$ cat config.mk
export PLATFORM = sky130hd
export DESIGN_NAME = ps2_rx_deserializer
export DESIGN_NICKNAME = d
export VERILOG_FILES = /design/src/rtl/ps2_rx_deserializer.sv
export SDC_FILE = /design/constraint.sdc
export NUM_CORES = 1
export LEC_CHECK = 0
export BUFFER_PORTS_ARGS = -buffer_cell sky130_fd_sc_hd__buf_2
export CAP_MARGIN = 10
export CORE_ASPECT_RATIO = 0.8
export CORE_UTILIZATION = 35
export DETAILED_ROUTE_END_ITERATION = 10
export GPL_TIMING_DRIVEN = 0
export MAX_ROUTING_LAYER = met4
export PLACE_DENSITY = 0.6
export SLEW_MARGIN = 40
export SYNTH_ARGS = -nofsm -noshare
export SYNTH_HDL_FRONTEND = slang
export SYNTH_SLANG_ARGS = --single-unit
$ cat constraint.sdc
create_clock -name CLOCK_50 -period 2.5 [get_ports CLOCK_50]
set_input_delay 0.25 -clock CLOCK_50 [delete_from_list [all_inputs] [get_ports CLOCK_50]]
set_output_delay 0.25 -clock CLOCK_50 [all_outputs]
set_load 0.02 [all_outputs]
$ cat src/rtl/ps2_rx_deserializer.sv
`default_nettype none
// ============================================================================
//  Module   : ps2_rx_deserializer
//  Purpose  : Receive-only PS/2 link layer. Synchronises and glitch-filters
//             the raw PS2_CLK / PS2_DAT lines, deserialises 11-bit
//             device-to-host frames (start, 8 data LSB-first, odd parity,
//             stop) and presents each good byte with a one-cycle strobe.
//             Bad frames are reported on separate one-cycle error strobes.
//  Ports    : CLOCK_50         in   system clock (single domain)
//             reset            in   asynchronous active-high reset
//             PS2_CLK          in   raw PS/2 clock line (asynchronous)
//             PS2_DAT          in   raw PS/2 data line (asynchronous)
//             received_data    out  last correctly received byte
//             received_data_en out  one-cycle strobe, received_data is new
//             parity_error     out  one-cycle strobe, parity mismatch
//             frame_error      out  one-cycle strobe, bad stop bit / timeout
//  Revision : 1.0  initial release
// ============================================================================
module ps2_rx_deserializer #(
    parameter int FILTER_LEN     = 8,
    parameter int TIMEOUT_CYCLES = 50000
) (
    input  logic       CLOCK_50,
    input  logic       reset,
    input  logic       PS2_CLK,
    input  logic       PS2_DAT,
    output logic [7:0] received_data,
    output logic       received_data_en,
    output logic       parity_error,
    output logic       frame_error
);

    localparam int FCW = (FILTER_LEN > 1) ? $clog2(FILTER_LEN) : 1;
    localparam int TCW = $clog2(TIMEOUT_CYCLES + 1);

    localparam logic [FCW-1:0] C_FILT_LAST = FCW'(FILTER_LEN - 1);
    localparam logic [TCW-1:0] C_TO_LAST   = TCW'(TIMEOUT_CYCLES - 1);
    localparam logic [TCW-1:0] C_TO_ONE    = TCW'(1);

    typedef enum logic [1:0] {
        S_IDLE   = 2'd0,
        S_DATA   = 2'd1,
        S_PARITY = 2'd2,
        S_STOP   = 2'd3
    } state_t;

    // ------------------------------------------------------------------
    // Two-flop synchronisers; idle line level is 1.
    // ------------------------------------------------------------------
    logic r_clk_s1, r_clk_s2;
    logic r_dat_s1, r_dat_s2;

    always_ff @(posedge CLOCK_50 or posedge reset) begin
        if (reset) begin
            r_clk_s1 <= 1'b1;
            r_clk_s2 <= 1'b1;
            r_dat_s1 <= 1'b1;
            r_dat_s2 <= 1'b1;
        end else begin
            r_clk_s1 <= PS2_CLK;
            r_clk_s2 <= r_clk_s1;
            r_dat_s1 <= PS2_DAT;
            r_dat_s2 <= r_dat_s1;
        end
    end

    // ------------------------------------------------------------------
    // Clock glitch filter. r_filt_cnt counts consecutive samples in which
    // the synchronised clock disagrees with the filtered level; on the
    // FILTER_LEN-th such sample the filtered level flips. r_fall is a
    // registered single-cycle marker of a filtered 1->0 transition.
    // ------------------------------------------------------------------
    logic           r_filt_clk;
    logic [FCW-1:0] r_filt_cnt;
    logic           r_fall;

    always_ff @(posedge CLOCK_50 or posedge reset) begin
        if (reset) begin
            r_filt_clk <= 1'b1;
            r_filt_cnt <= '0;
            r_fall     <= 1'b0;
        end else begin
            r_fall <= 1'b0;
            if (r_clk_s2 == r_filt_clk) begin
                r_filt_cnt <= '0;
            end else if (r_filt_cnt == C_FILT_LAST) begin
                r_filt_clk <= r_clk_s2;
                r_filt_cnt <= '0;
                r_fall     <= ~r_clk_s2;
            end else begin
                r_filt_cnt <= r_filt_cnt + 1'b1;
            end
        end
    end

    // ------------------------------------------------------------------
    // Frame state machine with timeout and registered strobes.
    // The timeout counter holds the number of cycles since the last
    // filtered falling edge; it is loaded with 1 when that edge is
    // consumed (one cycle after the filtered transition), so the abort
    // lands exactly TIMEOUT_CYCLES cycles after the filtered edge.
    // A falling edge always takes priority over the terminal count.
    // ------------------------------------------------------------------
    state_t         r_state;
    logic [2:0]     r_bit_cnt;
    logic [7:0]     r_shift;
    logic           r_ok;
    logic [TCW-1:0] r_to_cnt;

    always_ff @(posedge CLOCK_50 or posedge reset) begin
        if (reset) begin
            r_state          <= S_IDLE;
            r_bit_cnt        <= 3'd0;
            r_shift          <= 8'h00;
            r_ok             <= 1'b0;
            r_to_cnt         <= '0;
            received_data    <= 8'h00;
            received_data_en <= 1'b0;
            parity_error     <= 1'b0;
            frame_error      <= 1'b0;
        end else begin
            received_data_en <= 1'b0;
            parity_error     <= 1'b0;
            frame_error      <= 1'b0;

            if (r_state == S_IDLE) begin
                r_to_cnt <= '0;
                // A high data level on a falling edge is not a start bit.
                if (r_fall && !r_dat_s2) begin
                    r_bit_cnt <= 3'd0;
                    r_shift   <= 8'h00;
                    r_to_cnt  <= C_TO_ONE;
                    r_state   <= S_DATA;
                end
            end else if (r_fall) begin
                r_to_cnt <= C_TO_ONE;
                case (r_state)
                    S_DATA: begin
                        r_shift   <= {r_dat_s2, r_shift[7:1]};
                        r_bit_cnt <= r_bit_cnt + 3'd1;
                        if (r_bit_cnt == 3'd7) begin
                            r_state <= S_PARITY;
                        end
                    end
                    S_PARITY: begin
                        r_ok    <= ^{r_shift, r_dat_s2};
                        r_state <= S_STOP;
                    end
                    S_STOP: begin
                        // A bad stop bit is reported as a framing error
                        // regardless of the parity outcome.
                        if (!r_dat_s2) begin
                            frame_error <= 1'b1;
                        end else if (r_ok) begin
                            received_data    <= r_shift;
                            received_data_en <= 1'b1;
                        end else begin
                            parity_error <= 1'b1;
                        end
                        r_to_cnt <= '0;
                        r_state  <= S_IDLE;
                    end
                    default: begin
                        r_state <= S_IDLE;
                    end
                endcase
            end else if (r_to_cnt == C_TO_LAST) begin
                frame_error <= 1'b1;
                r_to_cnt    <= '0;
                r_state     <= S_IDLE;
            end else begin
                r_to_cnt <= r_to_cnt + 1'b1;
            end
        end
    end

endmodule
`default_nettype wire

# --- Word-level counts from Yosys, hierarchy flattened ---
# Cells that the tools add are included.
classes:
  add_sub_neg: 3
  bitwise: 3
  n_eq_ne: 9
  mux: 38
  n_reduce_logical: 12
ops:
  columns: ["operator", "count"]
  rows:
  - ["2-to-1 mux 16 bit", 3]
  - ["2-to-1 mux 8 bit", 4]
  - ["2-to-1 mux 1 bit", 19]
  - ["2-to-1 mux 3 bit", 6]
  - ["adder 16 x 1 -> 16 bit, second input constant", 1]
  - ["equality test 16 bit, second input constant", 1]
  - ["2-to-1 mux 2 bit", 5]
  - ["AND reduction 3 bit", 3]
  - ["XOR reduction 9 bit", 1]
  - ["adder 3 x 1 -> 3 bit, second input constant", 2]
  - ["equality test 3 bit, second input constant", 2]
  - ["AND reduction 5 bit", 1]
  - ["equality test 2 bit, second input constant", 2]
  - ["inequality test 4 bit, second input constant", 1]
  - ["case mux 2 bit (2 select lines)", 1]
  - ["nonzero test 2 bit", 2]
  - ["NOT 1 bit", 3]
  - ["nonzero test 3 bit", 1]
  - ["equality test 2 x 1 -> 1 bit, second input constant", 1]
  - ["zero test 2 bit", 1]
  - ["inequality test 2 x 1 -> 1 bit, second input constant", 1]
  - ["AND reduction 2 bit", 1]
  - ["equality test 1 bit", 1]
  - ["logical AND 1 bit", 1]
  - ["zero test 1 bit", 1]
word_totals:
  input_bits: 4
  regBits: 50
  word_cells: 81

# --- Logic depth before layout (Yosys ltp) ---
logic_depth:
  word_depth: 5
  depth_mapped: 7
  mapped_depth_nobuf: 6

# --- Worst setup path before layout ---
# No wires, ideal clock.
synth_path:
  path_kind: "flip-flop to flip-flop"
  start: "register r_state[0]"
  end: "register received_data[0]"
  arrival_time_ps: 1727
  path_slack_ps: 648
  n_path_buf: 1
  path_stages_with_launch: 7
  required_time_ps: 2375
  synth_period_minus_slack_ps: 1852
  path_cell_list: "dfrtp_1 inv_1 ha_1 clkbuf_1 nor2b_1 nand4_1 mux2_2"
synth_via:
  elab_chain_cells: 3
synth_rtl:
  columns: ["item", "line_no", "rtl"]
  rows:
  - ["start, declared", "104", "state_t r_state;"]
  - ["start signal, assigned", "112", "r_state <= S_IDLE;"]
  - ["start signal, assigned", "133", "r_state <= S_DATA;"]
  - ["start signal, assigned", "142", "r_state <= S_PARITY;"]
  - ["zero test 2 bit", "126", "if (r_state == S_IDLE) begin"]
  - ["NOT 1 bit (no line)", null, null]
  - ["AND reduction 5 bit (no line) (*)", null, null]
  - ["end signal, assigned", "155", "received_data <= r_shift;"]
  - ["end, declared", "27", "output logic [7:0] received_data,"]
# Every way passes the cells marked *; elsewhere a longest branch is shown, timed or not.
# A chain may end at the register's enable or synchronous reset.

# --- Final worst setup path ---
layout_path:
  start: "register r_state[0]"
  end: "register received_data[7]"
# Same word-level chain as after synthesis.

==> results.toml <==
[critical_path]
arrival_ns = 2.42
startpoint_type = "flop"
crit_type = "reg -> reg"
worstPathMaxFanout = 9
end_kind = "flop"
cp_data_required_time_ns = 2.68

[sta]
tns_ns = 0
finalCritPeriodShare = 0.8946
setup_viol = 0
fin_skew_ns = 0.01379
min_period_ns = 2.237
whs_ns = 0.05101
slew_headroom = 0.6589
grt_setup_unrepaired = "false"
max_slew.worst_pin.slew_ns = 0.5102
drv_slew = 0
hold_viol = 0
fmax_ghz = 0.4471

[routing]
wirelength_um = 3562
wl_per_cell_um = 12.24
vias = 1398
drt-pass1-iter-count = 4
drc = 0
post_drt_via_cell_ratio = 4.804
drtIter0Drc = 104
postRouteAntennaNets = 0

[floorplan]
die_h_um = 73.19
start_util = 0.3692
dieArea_mm2 = 0.006659
rows = 25
die_x_um = 90.99
core-area_mm2 = 0.006006
ios = 15

[outcome]
status = "finished, final reports clean"

[synth]
synthCells = 186
synth_top_family_by_area = "simple AND/OR/NAND/NOR gates"
synth_compound_area_frac = 0.07393
synth-seq-cells = 50
synth_top_area_frac = 0.5079
synth_edf_count = 0
syn_nets = 199
syn_avg_cell_area_um2 = 11.92
ys_warn_count = 0
netlist_area_mm2 = 0.002217
muxShareOfSynthArea = 0.05023
ys_seq_area_frac = 0.5672
yosys.area_share.simple = 0.1558
synth_top_cell_by_area = "dfrtp_1"
synthAdderAreaFrac = 0.05079
synth-xor-area-share = 0.08521
synthDistinctLibCells = 33
ys.flop_type = "dfrtp_1"
netlist_top_cells_area = "dfrtp_1 (51%), dfstp_2 (5.9%), xnor2_1 (5.9%)"
synth-async-reset-ratio = 1.000

[global_route]
grt_pass1_wl_um = 6175
antenna_found_initial = 0
grt_usage = 0.1220
grt-ovfl-total = 0
grt_pass1_vias = 1330
grt_max_degree = 37

[power_and_ir_drop]
ir_drop_v = 0.0002978
p_per_area_mw_per_mm2 = 554.8
leakagePower_nw = 1.151

[clock_network]
clk_pin_slew_ns = 0.10
cts_post_setup_buffers_inserted = 0
clock-sinks = 50
htreeDepth = 2
numCtsBuffers = 5
clk_path_buf_depth = 2
clock_latency_ns = 0.30
root_buffer = "clkbuf_8"
cts_tree = "yes"

[place]
io_buffers = 14
dpl_cell_area_mm2 = 0.002411
hpwlAfterDp_um = 2519
globalplace.congestion = 0.7479

[layout]
drive_gt1_frac = 0.1905
final_cell_area_mm2 = 0.002507
diodes = 0
fillers = 590
nNetsFinal = 222
area_delta_synth_final_pct = 13.09

[flow_run]
cap_violations = 0

[hold_path]
hp-class = "in -> reg"
cell type report:
cell class / instances / area, um^2 / share of cell area
tap: 81 / 101.3 / 0.04042
inverter: 6 / 25.02 / 0.009980
multi-input combinational: 126 / 922.1 / 0.3678
timing repair buffer: 16 / 100.1 / 0.03992
clock buffer: 6 / 72.57 / 0.02894
clock inverter: 2 / 13.76 / 0.005489
buffer: 4 / 15.01 / 0.005988
sequential: 50 / 1257 / 0.5015
state kept, by name, indices dropped and copies added, names as in the netlist:
signal / count
parity_error: 1
r_to_cnt: 16
r_filt_cnt: 3
r_dat_s1: 1
r_dat_s2: 1
r_fall: 1
r_clk_s2: 1
received_data: 8
r_clk_s1: 1
r_state: 2
r_bit_cnt: 3
r_ok: 1
frame_error: 1
r_shift: 8
r_filt_clk: 1
received_data_en: 1
report_power, final:
group          internal [mW]  switching (mW)
logic                 0.0353          0.0394
registers              0.845          0.0153
clock network          0.198           0.259
cells in the mapped netlist, drive strengths merged (3+ instances only):
library cell / number
ha: 9
nor4: 3
inv: 6
xor2: 4
xnor2: 15
dfrtp: 45
nor2: 20
clkbuf: 4
nand4: 4
nor2b: 6
mux2: 9
a22o: 10
dfstp: 5
o21ai: 8
nand2: 9
and2: 3
nand3: 6
placed cells by master (no fill, tap or decap), types with 2 or more instances in the layout:
| cell | instances |
|---|---|
| clkbuf_8 | 5 |
| a21oi_1 | 2 |
| buf_2 | 14 |
| o21ai_0 | 8 |
| a22o_1 | 10 |
| mux2_2 | 9 |
| dfstp_2 | 5 |
| clkbuf_1 | 5 |
| nor3_1 | 2 |
| nor2b_1 | 6 |
| nand4_1 | 4 |
| inv_1 | 5 |
| nand3_1 | 5 |
| dfrtp_1 | 45 |
| nor2_1 | 20 |
| nor4_1 | 3 |
| xor2_1 | 4 |
| and3_1 | 2 |
| and2_1 | 3 |
| ha_1 | 9 |
| nand2_1 | 9 |
| nor3b_1 | 2 |
| or3_1 | 2 |
| xnor2_1 | 15 |
metrics by stage:
step	total power, mW	util	setup slack (ns)	std cells
floorplan	0.9274	-	0.6481	186
finish	1.391	0.4175	0.2635	291
CTS	1.408	0.4175	0.2118	291
global placement	0.9444	0.3977	0.2693	281
global route	1.458	0.4175	0.07012	291
detailed placement	0.9531	0.4015	0.2293	282
final timing paths:
kind / startpoint / slack (ns) / cells past startpoint / to
worst max-delay path: r_state[0] / 0.26 / 6 / received_data[7]
worst min-delay path: PS2_CLK / 0.05 / 1 / r_clk_s1
worst max register to register: r_state[0] / 0.26 / 6 / received_data[7]
worst min register to register: r_dat_s1 / 0.36 / 0 / r_dat_s2
max in group asynchronous: reset / 1.58 / 4 / r_dat_s1
min in group asynchronous: reset / 0.40 / 3 / r_to_cnt[8]
cells by family after synthesis:
family                   Yosys count
multiplexers                      10
flip-flops                        50
adder cells (fa/ha/maj)            9
AND/OR/NAND/NOR                   64
XOR/XNOR                          20
buffers and inverters             10
AO/OA/AOI/OAI                     23
what timing repair did:
action / in CTS / in global routing
hold buffers: 1 / 0
resized for setup: 0 / 0
endpoints found under the hold margin: 14 / 0
worst max-delay path, cell delays in order, from the launching register on:
cell and delay (ns):
dfrtp_1 0.39, inv_1 0.08, ha_1 0.19, clkbuf_1 0.18, nor2b_1 0.35, nand4_1 0.48
mux2_2 0.43
metal layers:
metal | vias up | wire length (um) | share of wire | global-route usage
met2 | 17 | 1468 | 0.41 | 0.1759
li1 | 695 | - | - | -
met5 | - | 0 | 0 | -
met4 | 0 | 34 | 0.0095 | 0.04233
met3 | 4 | 91 | 0.026 | 0.03229
met1 | 682 | 1968 | 0.55 | 0.1668
Power figures use the tool's default switching activity.
